### src/rtl/cpu_pkg.sv
// rtl/cpu_pkg.sv - shared phase indices, FSM encoding and defaults for the CPU sequencer
package cpu_pkg;

    localparam int FETCH_B = 0;
    localparam int EXEC1_B = 1;
    localparam int EXEC2_B = 2;
    localparam int EXEC3_B = 3;

    localparam int STACK_DEPTH_DEF = 4;

    typedef enum logic [2:0] {
        ST_HALT  = 3'd0,
        ST_FETCH = 3'd1,
        ST_EXEC1 = 3'd2,
        ST_EXEC2 = 3'd3,
        ST_EXEC3 = 3'd4
    } fsm_state_t;

    // One-hot phase vector seen by the decoder for a given FSM state; HALT drives all zeros
    function automatic logic [3:0] phase_of(fsm_state_t s);
        logic [3:0] p;
        p = 4'b0000;
        case (s)
            ST_FETCH: p[FETCH_B] = 1'b1;
            ST_EXEC1: p[EXEC1_B] = 1'b1;
            ST_EXEC2: p[EXEC2_B] = 1'b1;
            ST_EXEC3: p[EXEC3_B] = 1'b1;
            default:  p = 4'b0000;
        endcase
        return p;
    endfunction

endpackage

### src/rtl/cpu_sequencer_stack_depth_tracker.sv
// rtl/cpu_sequencer_stack_depth_tracker.sv - return-stack occupancy counter with boundary fault detection
module stack_depth_tracker
    import cpu_pkg::*;
#(
    parameter int STACK_DEPTH = STACK_DEPTH_DEF
) (
    input  logic       clk,
    input  logic       reset,
    input  logic       push,
    input  logic       pop,
    input  logic       enable,
    input  logic       clear,
    output logic [3:0] depth,
    output logic       overflow,
    output logic       underflow,
    output logic       collide
);

    localparam logic [3:0] FULL = 4'(STACK_DEPTH);

    logic [3:0] depth_q;
    logic [3:0] depth_d;
    logic       err;

    // Classify the requested stack operation against the current occupancy
    always_comb begin
        overflow  = enable & push & (depth_q == FULL);
        underflow = enable & pop & (depth_q == 4'd0);
        collide   = enable & push & pop;
        err       = overflow | underflow | collide;
    end

    // Next occupancy: clear wins, a faulting operation leaves the depth untouched
    always_comb begin
        depth_d = depth_q;
        if (clear) begin
            depth_d = 4'd0;
        end else if (enable && !err) begin
            if (push) begin
                depth_d = depth_q + 4'd1;
            end else if (pop) begin
                depth_d = depth_q - 4'd1;
            end
        end
    end

    // Occupancy register
    always_ff @(posedge clk) begin
        if (reset) begin
            depth_q <= 4'd0;
        end else begin
            depth_q <= depth_d;
        end
    end

    assign depth = depth_q;

endmodule

### src/rtl/cpu_sequencer.sv
// rtl/cpu_sequencer.sv - instruction phase sequencer with stack fault tracking and retire counter
module cpu_sequencer
    import cpu_pkg::*;
#(
    parameter int STACK_DEPTH = STACK_DEPTH_DEF,
    parameter int CNT_W       = 16,
    parameter bit AUTO_START  = 1'b1
) (
    input  logic             clk,
    input  logic             reset,
    input  logic             start,
    input  logic             e,
    input  logic             m,
    input  logic             stp,
    input  logic             push,
    input  logic             pop,
    input  logic             mul_done,
    output logic [3:0]       state,
    output logic             mul_start,
    output logic             halted,
    output logic             fault,
    output logic [3:0]       stack_depth,
    output logic [CNT_W-1:0] instr_count
);

    localparam fsm_state_t RESET_STATE = AUTO_START ? ST_FETCH : ST_HALT;

    fsm_state_t       state_q;
    fsm_state_t       state_d;
    logic [3:0]       phase_q;
    logic [3:0]       phase_d;
    logic             halted_q;
    logic             halted_d;
    logic             mul_start_q;
    logic             mul_start_d;
    logic             fault_q;
    logic             fault_d;
    logic [CNT_W-1:0] count_q;
    logic [CNT_W-1:0] count_d;

    logic             retire;
    logic             fault_set;
    logic             restart;
    logic             in_exec1;
    logic             stk_over;
    logic             stk_under;
    logic             stk_collide;
    logic             stk_err;

    assign restart  = (state_q == ST_HALT) & start;
    assign in_exec1 = (state_q == ST_EXEC1);
    assign stk_err  = stk_over | stk_under | stk_collide;

    stack_depth_tracker #(
        .STACK_DEPTH(STACK_DEPTH)
    ) u_stack (
        .clk      (clk),
        .reset    (reset),
        .push     (push),
        .pop      (pop),
        .enable   (in_exec1),
        .clear    (restart),
        .depth    (stack_depth),
        .overflow (stk_over),
        .underflow(stk_under),
        .collide  (stk_collide)
    );

    // State register plus the registered outputs that must move together with it
    always_ff @(posedge clk) begin
        if (reset) begin
            state_q     <= RESET_STATE;
            phase_q     <= phase_of(RESET_STATE);
            halted_q    <= (RESET_STATE == ST_HALT);
            mul_start_q <= 1'b0;
            fault_q     <= 1'b0;
            count_q     <= '0;
        end else begin
            state_q     <= state_d;
            phase_q     <= phase_d;
            halted_q    <= halted_d;
            mul_start_q <= mul_start_d;
            fault_q     <= fault_d;
            count_q     <= count_d;
        end
    end

    // Next-state decision; also flags retirement and stack faults on the transition edge
    always_comb begin
        state_d   = state_q;
        retire    = 1'b0;
        fault_set = 1'b0;
        case (state_q)
            ST_HALT: begin
                if (start) begin
                    state_d = ST_FETCH;
                end
            end
            ST_FETCH: begin
                state_d = ST_EXEC1;
            end
            ST_EXEC1: begin
                if (stk_err) begin
                    state_d   = ST_HALT;
                    fault_set = 1'b1;
                end else if (stp) begin
                    state_d = ST_HALT;
                    retire  = 1'b1;
                end else if (e) begin
                    state_d = ST_EXEC2;
                end else begin
                    state_d = ST_FETCH;
                    retire  = 1'b1;
                end
            end
            ST_EXEC2: begin
                if (m) begin
                    state_d = ST_EXEC3;
                end else begin
                    state_d = ST_FETCH;
                    retire  = 1'b1;
                end
            end
            ST_EXEC3: begin
                if (mul_done) begin
                    state_d = ST_FETCH;
                    retire  = 1'b1;
                end
            end
            default: begin
                state_d = ST_HALT;
            end
        endcase
    end

    // Phase outputs derived from the upcoming state; mul_start marks only the entry into exec3
    always_comb begin
        phase_d     = phase_of(state_d);
        halted_d    = (state_d == ST_HALT);
        mul_start_d = (state_d == ST_EXEC3) && (state_q != ST_EXEC3);
    end

    // Sticky fault flag and wrapping retire counter
    always_comb begin
        fault_d = fault_q;
        if (restart) begin
            fault_d = 1'b0;
        end
        if (fault_set) begin
            fault_d = 1'b1;
        end
        count_d = retire ? count_q + CNT_W'(1) : count_q;
    end

    assign state       = phase_q;
    assign halted      = halted_q;
    assign mul_start   = mul_start_q;
    assign fault       = fault_q;
    assign instr_count = count_q;

endmodule

### config.mk
export PLATFORM = sky130hd
export DESIGN_NAME = cpu_sequencer
export DESIGN_NICKNAME = d
export VERILOG_FILES = /design/src/rtl/cpu_pkg.sv /design/src/rtl/cpu_sequencer_stack_depth_tracker.sv /design/src/rtl/cpu_sequencer.sv
export SDC_FILE = /design/constraint.sdc
export NUM_CORES = 1
export LEC_CHECK = 0
export ABC_CLOCK_PERIOD_IN_PS = 1950
export BUFFER_PORTS_ARGS = -buffer_cell sky130_fd_sc_hd__buf_2
export CAP_MARGIN = 40
export CORE_MARGIN = 8
export CORE_UTILIZATION = 47
export CTS_CLUSTER_DIAMETER = 80
export DETAILED_ROUTE_END_ITERATION = 10
export GPL_TIMING_DRIVEN = 0
export PLACE_DENSITY = 0.86
export SETUP_SLACK_MARGIN = 0.1
export SYNTH_ARGS = -nofsm -noshare
export SYNTH_HDL_FRONTEND = slang
export SYNTH_SLANG_ARGS = --single-unit
### constraint.sdc
create_clock -name clk -period 1.95 [get_ports clk]
set_input_delay 0.2925 -clock clk [delete_from_list [all_inputs] [get_ports clk]]
set_output_delay 0.2925 -clock clk [all_outputs]
set_load 0.1 [all_outputs]
==> impl_metrics.py, run 1 <==
metrics = {
    "synthesis": {
        "ys_types": 40,
        "ys_seq_area_frac": 0.415,
        "avgSynthCellArea_um2": 8.73,
        "synth_flop_cell": "dfxtp_1",
        "synth_edf_count": 0,
        "synth_warnings": 0,
        "synth-seq-cells": 30,
        "synth.net_count": 179,
        "synthArstFlopShare": 0,
        "synthesis.area_um2": 1450,
        "synth_cells": 166,
    },
    "global_routing": {
        "met2_usage": 0.255,
        "grt_pass1_vias": 1448,
        "top_usage_layer": "met2",
        "grt_max_degree": 11,
        "grt_usage": 0.149,
        "grt-ovfl-total": 0,
        "antenna_found_initial": 0,
        "grt_pass1_wl_mm": 6.30,
        "grtUsageMet1": 0.160,
        "use_met3": 0.0544,
    },
    "drt": {
        "postRouteAntennaNets": 0,
        "routed-via-count": 1480,
        "drc": 0,
        "drtIter0Drc": 73,
        "via_per_inst": 5.87,
        "drt-wirelength-per-cell_um": 16.1,
        "wl_mm": 4.05,
        "first_pass_iters": 4,
    },
    "cts": {
        "numClockSinks": 30,
        "cts_buffers": 5,
        "cts_tree": "built",
        "htreeDepth": 2,
        "cts_root_buf": "clkbuf_4",
        "clk_latency_ns": 0.34,
        "clk_pin_slew_ns": 0.10,
        "holdBufCountCts": 0,
        "clock_path_buffers": 2,
    },
    "placement": {
        "preCtsSetupSlack_ns": 0.0167,
        "gp_congestion": 0.784,
        "dpl_cell_area_um2": 1730,
        "port_buffers": 34,
        "dp_hpwl_mm": 2.61,
        "placed_cells": 233,
    },
    "worst_setup_path": {
        "worstSetupEndpointType": "flop",
        "start_kind": "flop",
        "crit_arrival_ns": 2.14,
        "worstPathRequired_ns": 2.21,
        "path_class": "flop to flop",
        "worst-path-max-fanout": 6,
    },
    "power_and_ir_drop": {
        "ir_worst_vdd_v": 0.000641,
        "p_total_mw": 1.30,
        "power_leakage_nw": 0.792,
        "p_per_area_nw_per_um2": 661,
    },
    "timing": {
        "slew-limit-headroom": 0.661,
        "skew_ns": 0.0139,
        "period_minus_slack_ns": 1.88,
        "fin_ws_ns": 0.0712,
        "holdWs_ns": 0.229,
        "min_period_over_period": 0.963,
        "rsz0062_at_grt": "true",
        "hold_viol_final": 0,
        "setup_tns_ns": 0,
        "fmax_ghz": 0.532,
        "finalSetupViolations": 0,
        "slew_violations": 0,
        "tightest_slew_ns": 0.508,
    },
    "cells_and_area": {
        "multiInputGateArea_um2": 871,
        "stdcell_area_um2": 1980,
        "syn_to_final_growth_pct": 36.4,
        "drive_above_1_share": 0.447,
        "fin_util": 0.658,
        "nFillCells": 255,
        "nets": 232,
        "antennaDiodeCount": 0,
        "finalNonFillerCells": 252,
        "seq_area_um2": 653,
    },
    "floorplan": {
        "die_w_um": 71.5,
        "core_area_um2": 3000,
        "initial_core_util": 0.483,
        "die_h_um": 71.5,
        "dieArea_um2": 5120,
        "io_pins": 36,
        "rows": 20,
    },
    "hold_path": {
        "hold_path_class": "input port to flop",
    },
    "run_status": {
        "status": "complete, no violations",
    },
    "job": {
        "maxCapViolCount": 0,
    },
}
## per-layer routing
| metal | vias to the layer above | part of all wire |
|---|---|---|
| met5 | - | 0 |
| met4 | 0 | 0.017 |
| met3 | 9 | 0.063 |
| met2 | 44 | 0.49 |
| met1 | 699 | 0.43 |
| li1 | 728 | - |
## final cells by class
| cell class | instances | area share |
|---|---|---|
| plain buffers | 9 | 0.0399 |
| clock buffers | 7 | 0.0279 |
| inverters | 5 | 0.00950 |
| multi-input cells | 122 | 0.441 |
| flip-flops and latches | 30 | 0.331 |
| well taps | 33 | 0.0209 |
| repair buffers | 46 | 0.130 |
## critical path, stage by stage (launching register included)
cell and delay [ns]:
dfxtp_2 0.33, buf_8 0.13, nor3b_4 0.22, o211ai_2 0.13, o21a_2 0.25, buf_6 0.14, or4_4 0.48, a21oi_2 0.14
## layout by cell type (no fill, tap or decap), types with 2 or more instances in the layout
| master | Yosys | final |
|---|---|---|
| a21oi_1 | 18 | 14 |
| a21oi_2 | 0 | 4 |
| buf_2 | 4 | 35 |
| buf_4 | 0 | 11 |
| buf_6 | 1 | 3 |
| buf_8 | 0 | 2 |
| clkbuf_1 | 4 | 5 |
| clkbuf_4 | 0 | 5 |
| dfxtp_1 | 30 | 10 |
| dfxtp_2 | 0 | 9 |
| dfxtp_4 | 0 | 11 |
| ha_1 | 3 | 3 |
| inv_1 | 5 | 5 |
| mux2i_1 | 3 | 2 |
| nand2_1 | 7 | 7 |
| nand2b_1 | 3 | 3 |
| nand3_1 | 7 | 7 |
| nand4_1 | 5 | 5 |
| nor2_1 | 11 | 10 |
| nor3_1 | 4 | 4 |
| nor4_1 | 2 | 2 |
| o21ai_0 | 11 | 10 |
| o22ai_1 | 2 | 2 |
| o31ai_1 | 4 | 3 |
| o41ai_1 | 2 | 2 |
| or3_1 | 12 | 10 |
| or3_4 | 0 | 2 |
| or4_4 | 0 | 3 |
| xor2_1 | 3 | 3 |
## state kept, by name (all words and copies together), names as in the netlist
name,cells
fault,1
halted,1
state_q,3
mul_start,1
u_stack.depth,4
state,4
instr_count,16
## power by group
part | total (mW) | leakage, nW | internal [mW] | switching, mW
Combinational | 0.285 | 0.504 | 0.0906 | 0.195
Sequential | 0.635 | 0.257 | 0.620 | 0.0144
Clock | 0.385 | 0.0314 | 0.170 | 0.215
Total | 1.30 | 0.792 | 0.881 | 0.424
## cell usage after synthesis, types with 3 or more instances
library cell	instances	area [um^2]
nand2b_1	3	18.8
o21ai_0	11	55.1
nand4_1	5	31.3
or3_1	12	75.1
clkbuf_1	4	15.0
ha_1	3	37.5
nor3_1	4	20.0
dfxtp_1	30	601
buf_2	4	20.0
nand3_1	7	35.0
inv_1	5	18.8
nand2_1	7	26.3
o31ai_1	4	30.0
or4_1	4	30.0
xor2_1	3	26.3
mux2i_1	3	30.0
a21oi_1	18	90.1
nor2_1	11	41.3
## cells by family after synthesis
family	count (synthesis)	synth area share
and+or+nand+nor	62	0.246
AOI/OAI and AO/OA	49	0.210
DFF	30	0.415
buffers and inverters	14	0.0449
xor gates and xnor gates	4	0.0242
adders and majority gates	4	0.0397
muxes	3	0.0207
## worst paths after layout
kind	cells past startpoint	end	from	slack, ns
worst min register to register	1	fault	fault	0.49
worst max-delay path	7	instr_count[11]	state_q[2]	0.07
worst max register to register	7	instr_count[11]	state_q[2]	0.07
worst min-delay path	3	state[2]	e	0.23
## repair_timing
| action | CTS | global route |
|---|---|---|
| gates cloned | 0 | 1 |
| setup buffers | 6 | 5 |
| setup endpoints to repair | 16 | 10 |
| resized for setup | 11 | 16 |
| pin swaps | 5 | 8 |
(Power assumes the default switching activity.)
==> run 2: changes to the inputs <==
--- a/config.mk
+++ b/config.mk
@@ -5,11 +5,12 @@
 export SDC_FILE = /design/constraint.sdc
 export NUM_CORES = 1
 export LEC_CHECK = 0
+export ABC_AREA = 1
 export ABC_CLOCK_PERIOD_IN_PS = 1950
 export BUFFER_PORTS_ARGS = -buffer_cell sky130_fd_sc_hd__buf_2
 export CAP_MARGIN = 40
 export CORE_MARGIN = 8
-export CORE_UTILIZATION = 47
+export CORE_UTILIZATION = 49
 export CTS_CLUSTER_DIAMETER = 80
 export DETAILED_ROUTE_END_ITERATION = 10
 export GPL_TIMING_DRIVEN = 0
==> run 2 against run 1 <==
  * Clock-buffer cell count down 1
  * Worst setup slack gained 0.28 ns
  * Global-route usage shrank 0.41 points
  * Final area rose by 6.5%
  * Cell count increased by 31%
  * Core utilization down 7.0 points
  * Register-to-register slack gained 0.32 ns
  * Critical endpoint is now instr_count[10]
  * Non-clock buffer count fell by 15
  * Area after synthesis is 23% higher
  * Die area rose by 14%
  * Largest power group unchanged
  * Maximum frequency increased by 18%
==> impl_metrics.py, run 2 <==
metrics = {
    "timing": {
        "skew_ns": 0.0110,
        "finalSetupViolations": 0,
        "min_period_over_period": 0.818,
        "slew-limit-headroom": 0.595,
        "rsz0062_at_grt": "false",
        "tightest_slew_ns": 0.607,
        "setup_tns_ns": 0,
        "period_minus_slack_ns": 1.60,
        "fmax_ghz": 0.627,
        "hold_viol_final": 0,
        "slew_violations": 0,
    },
    "cts": {
        "cts_buffers": 5,
        "clk_pin_slew_ns": 0.10,
        "clk_latency_ns": 0.35,
        "htreeDepth": 2,
        "cts_resized": 0,
        "post-cts-setup-buffers": 0,
        "cts_root_buf": "clkbuf_4",
        "numClockSinks": 30,
        "clock_path_buffers": 2,
        "cts_tree": "built",
        "holdBufCountCts": 0,
    },
    "drt": {
        "highest_layer": "met4",
        "postRouteAntennaNets": 0,
        "wl_mm": 3.97,
        "routed-via-count": 1675,
        "wl_met3_um": 272,
        "via_per_inst": 5.08,
        "drc": 0,
        "drt-wirelength-per-cell_um": 12.0,
        "drt-met1-wl_mm": 1.76,
        "wl_met2_mm": 1.87,
        "drtIter0Drc": 92,
        "first_pass_iters": 4,
    },
    "worst_setup_path": {
        "cp_slowest_cell": "buf_2",
        "crit_chain": "buf_2",
        "path_buf_inv": 1,
        "worstSetupEndpointType": "output port",
        "worstPathRequired_ns": 1.66,
        "path_class": "flop to output port",
        "crit_arrival_ns": 1.30,
        "start_kind": "flop",
        "max_stage_delay_ns": 0.48,
        "worst-path-max-fanout": 6,
        "cp_top_family": "buffers and inverters",
    },
    "power_and_ir_drop": {
        "p_total_mw": 1.36,
        "p_per_area_nw_per_um2": 648,
        "ir_worst_vdd_v": 0.000312,
        "power_leakage_nw": 0.847,
    },
    "cells_and_area": {
        "final_common_cell": "nand2_1",
        "syn_to_final_growth_pct": 17.6,
        "drive_above_1_share": 0.358,
        "nets": 294,
        "antennaDiodeCount": 0,
        "finalNonFillerCells": 330,
        "largest_reg_flops": 16,
        "layout_common_cells": "nand2_1, buf_2, nor2_1",
    },
    "floorplan": {
        "core_area_um2": 3580,
        "die_w_um": 76.4,
        "io_pins": 36,
        "die_h_um": 76.4,
        "dieArea_um2": 5840,
        "initial_core_util": 0.500,
        "rows": 22,
    },
    "synthesis": {
        "synth_edf_count": 0,
        "synth-simple-area-share": 0.397,
        "synth.net_count": 252,
        "yosys-top-cells-count": "nand2_1, dfxtp_1, nor2_1",
        "synth_warnings": 0,
        "synth-seq-cells": 30,
        "ys_seq_area_frac": 0.336,
        "ys_types": 29,
        "synthXorXnorAreaFrac": 0.0636,
        "synth_cells": 239,
        "synth_flop_cell": "dfxtp_1",
        "synth_top_area_share": 0.336,
        "synth_compound_area_frac": 0.0930,
        "yosys-mux-area-fraction": 0,
        "synthArstFlopShare": 0,
        "synth_top_area_cell": "dfxtp_1",
        "yosysMostFrequentCell": "nand2_1",
        "synth_top_family_by_area": "simple AND/OR/NAND/NOR gates",
        "avgSynthCellArea_um2": 7.49,
        "synthAdderAreaFrac": 0.0322,
        "yosys-top-cells-area": "dfxtp_1, nand2_1, nand3_1",
        "synthesis.area_um2": 1790,
    },
    "global_routing": {
        "grt_max_degree": 11,
        "grt_usage": 0.145,
        "grt-ovfl-total": 0,
        "grt_pass1_vias": 1703,
        "grt_pass1_wl_mm": 7.15,
        "antenna_found_initial": 0,
    },
    "run_status": {
        "status": "complete, no violations",
    },
    "placement": {
        "port_buffers": 35,
        "dp_hpwl_mm": 3.11,
        "placed_cells": 322,
        "gp_congestion": 0.885,
    },
    "hold_path": {
        "hold_path_class": "input port to flop",
    },
    "job": {
        "maxCapViolCount": 0,
    },
}
run 2: metrics by stage:
step / utilization / instance area (um^2) / hold WS [ns] / worst slack, ns
after floorplan: - / 1810 / 0.362 / 0.115
after global placement: 0.570 / 2040 / 0.476 / 0.431
after detailed placement: 0.570 / 2040 / 0.483 / 0.411
after CTS: 0.588 / 2100 / 0.162 / 0.353
after global routing: 0.588 / 2100 / 0.160 / 0.284
final: 0.588 / 2100 / 0.163 / 0.354
run 2: path summary, 6_finish.rpt:
kind,cells after the start,endpoint,start,slack [ns]
min,2,state_q[2],reset,0.16
max reg2reg,7,instr_count[8],instr_count[0],0.39
max,1,instr_count[10],instr_count[10],0.35
min reg2reg,2,u_stack.depth[3],u_stack.depth[3],0.49
run 2: logic make-up after synthesis:
logic type | count (synthesis)
AO/OA/AOI/OAI | 25
XOR/XNOR | 13
adder cells (fa/ha/maj) | 4
buffers and inverters | 27
flip-flops | 30
AND/OR/NAND/NOR | 140
run 2: area by class of cell:
class,count,area (um^2)
clock buffers,6,51.3
inverters,22,85.1
plain buffers,5,55.1
fillers,353,1470
well taps,48,60.1
flip-flops and latches,30,617
repair buffers,35,175
clock inverters,2,12.5
multi-input cells,182,1050
run 2: where the power goes:
group | total (mW) | internal (mW) | switching (mW)
clock network | 0.401 | 0.173 | 0.228
registers | 0.656 | 0.635 | 0.0202
logic | 0.308 | 0.0735 | 0.234
run 2: worst reg2reg max path, stage by stage, from the launching register on:
cell	delay, ns
dfxtp_2	0.44
ha_1	0.27
nand2_1	0.10
nor2_1	0.21
nand2_1	0.12
xnor2_1	0.18
nand2_2	0.08
a21oi_2	0.10
run 2: layer usage:
layer | vias up | track usage
met3 | 6 | 0.0566
met2 | 40 | 0.242
met5 | - | 0
met4 | 0 | 0.0635
met1 | 775 | 0.159
li1 | 854 | -
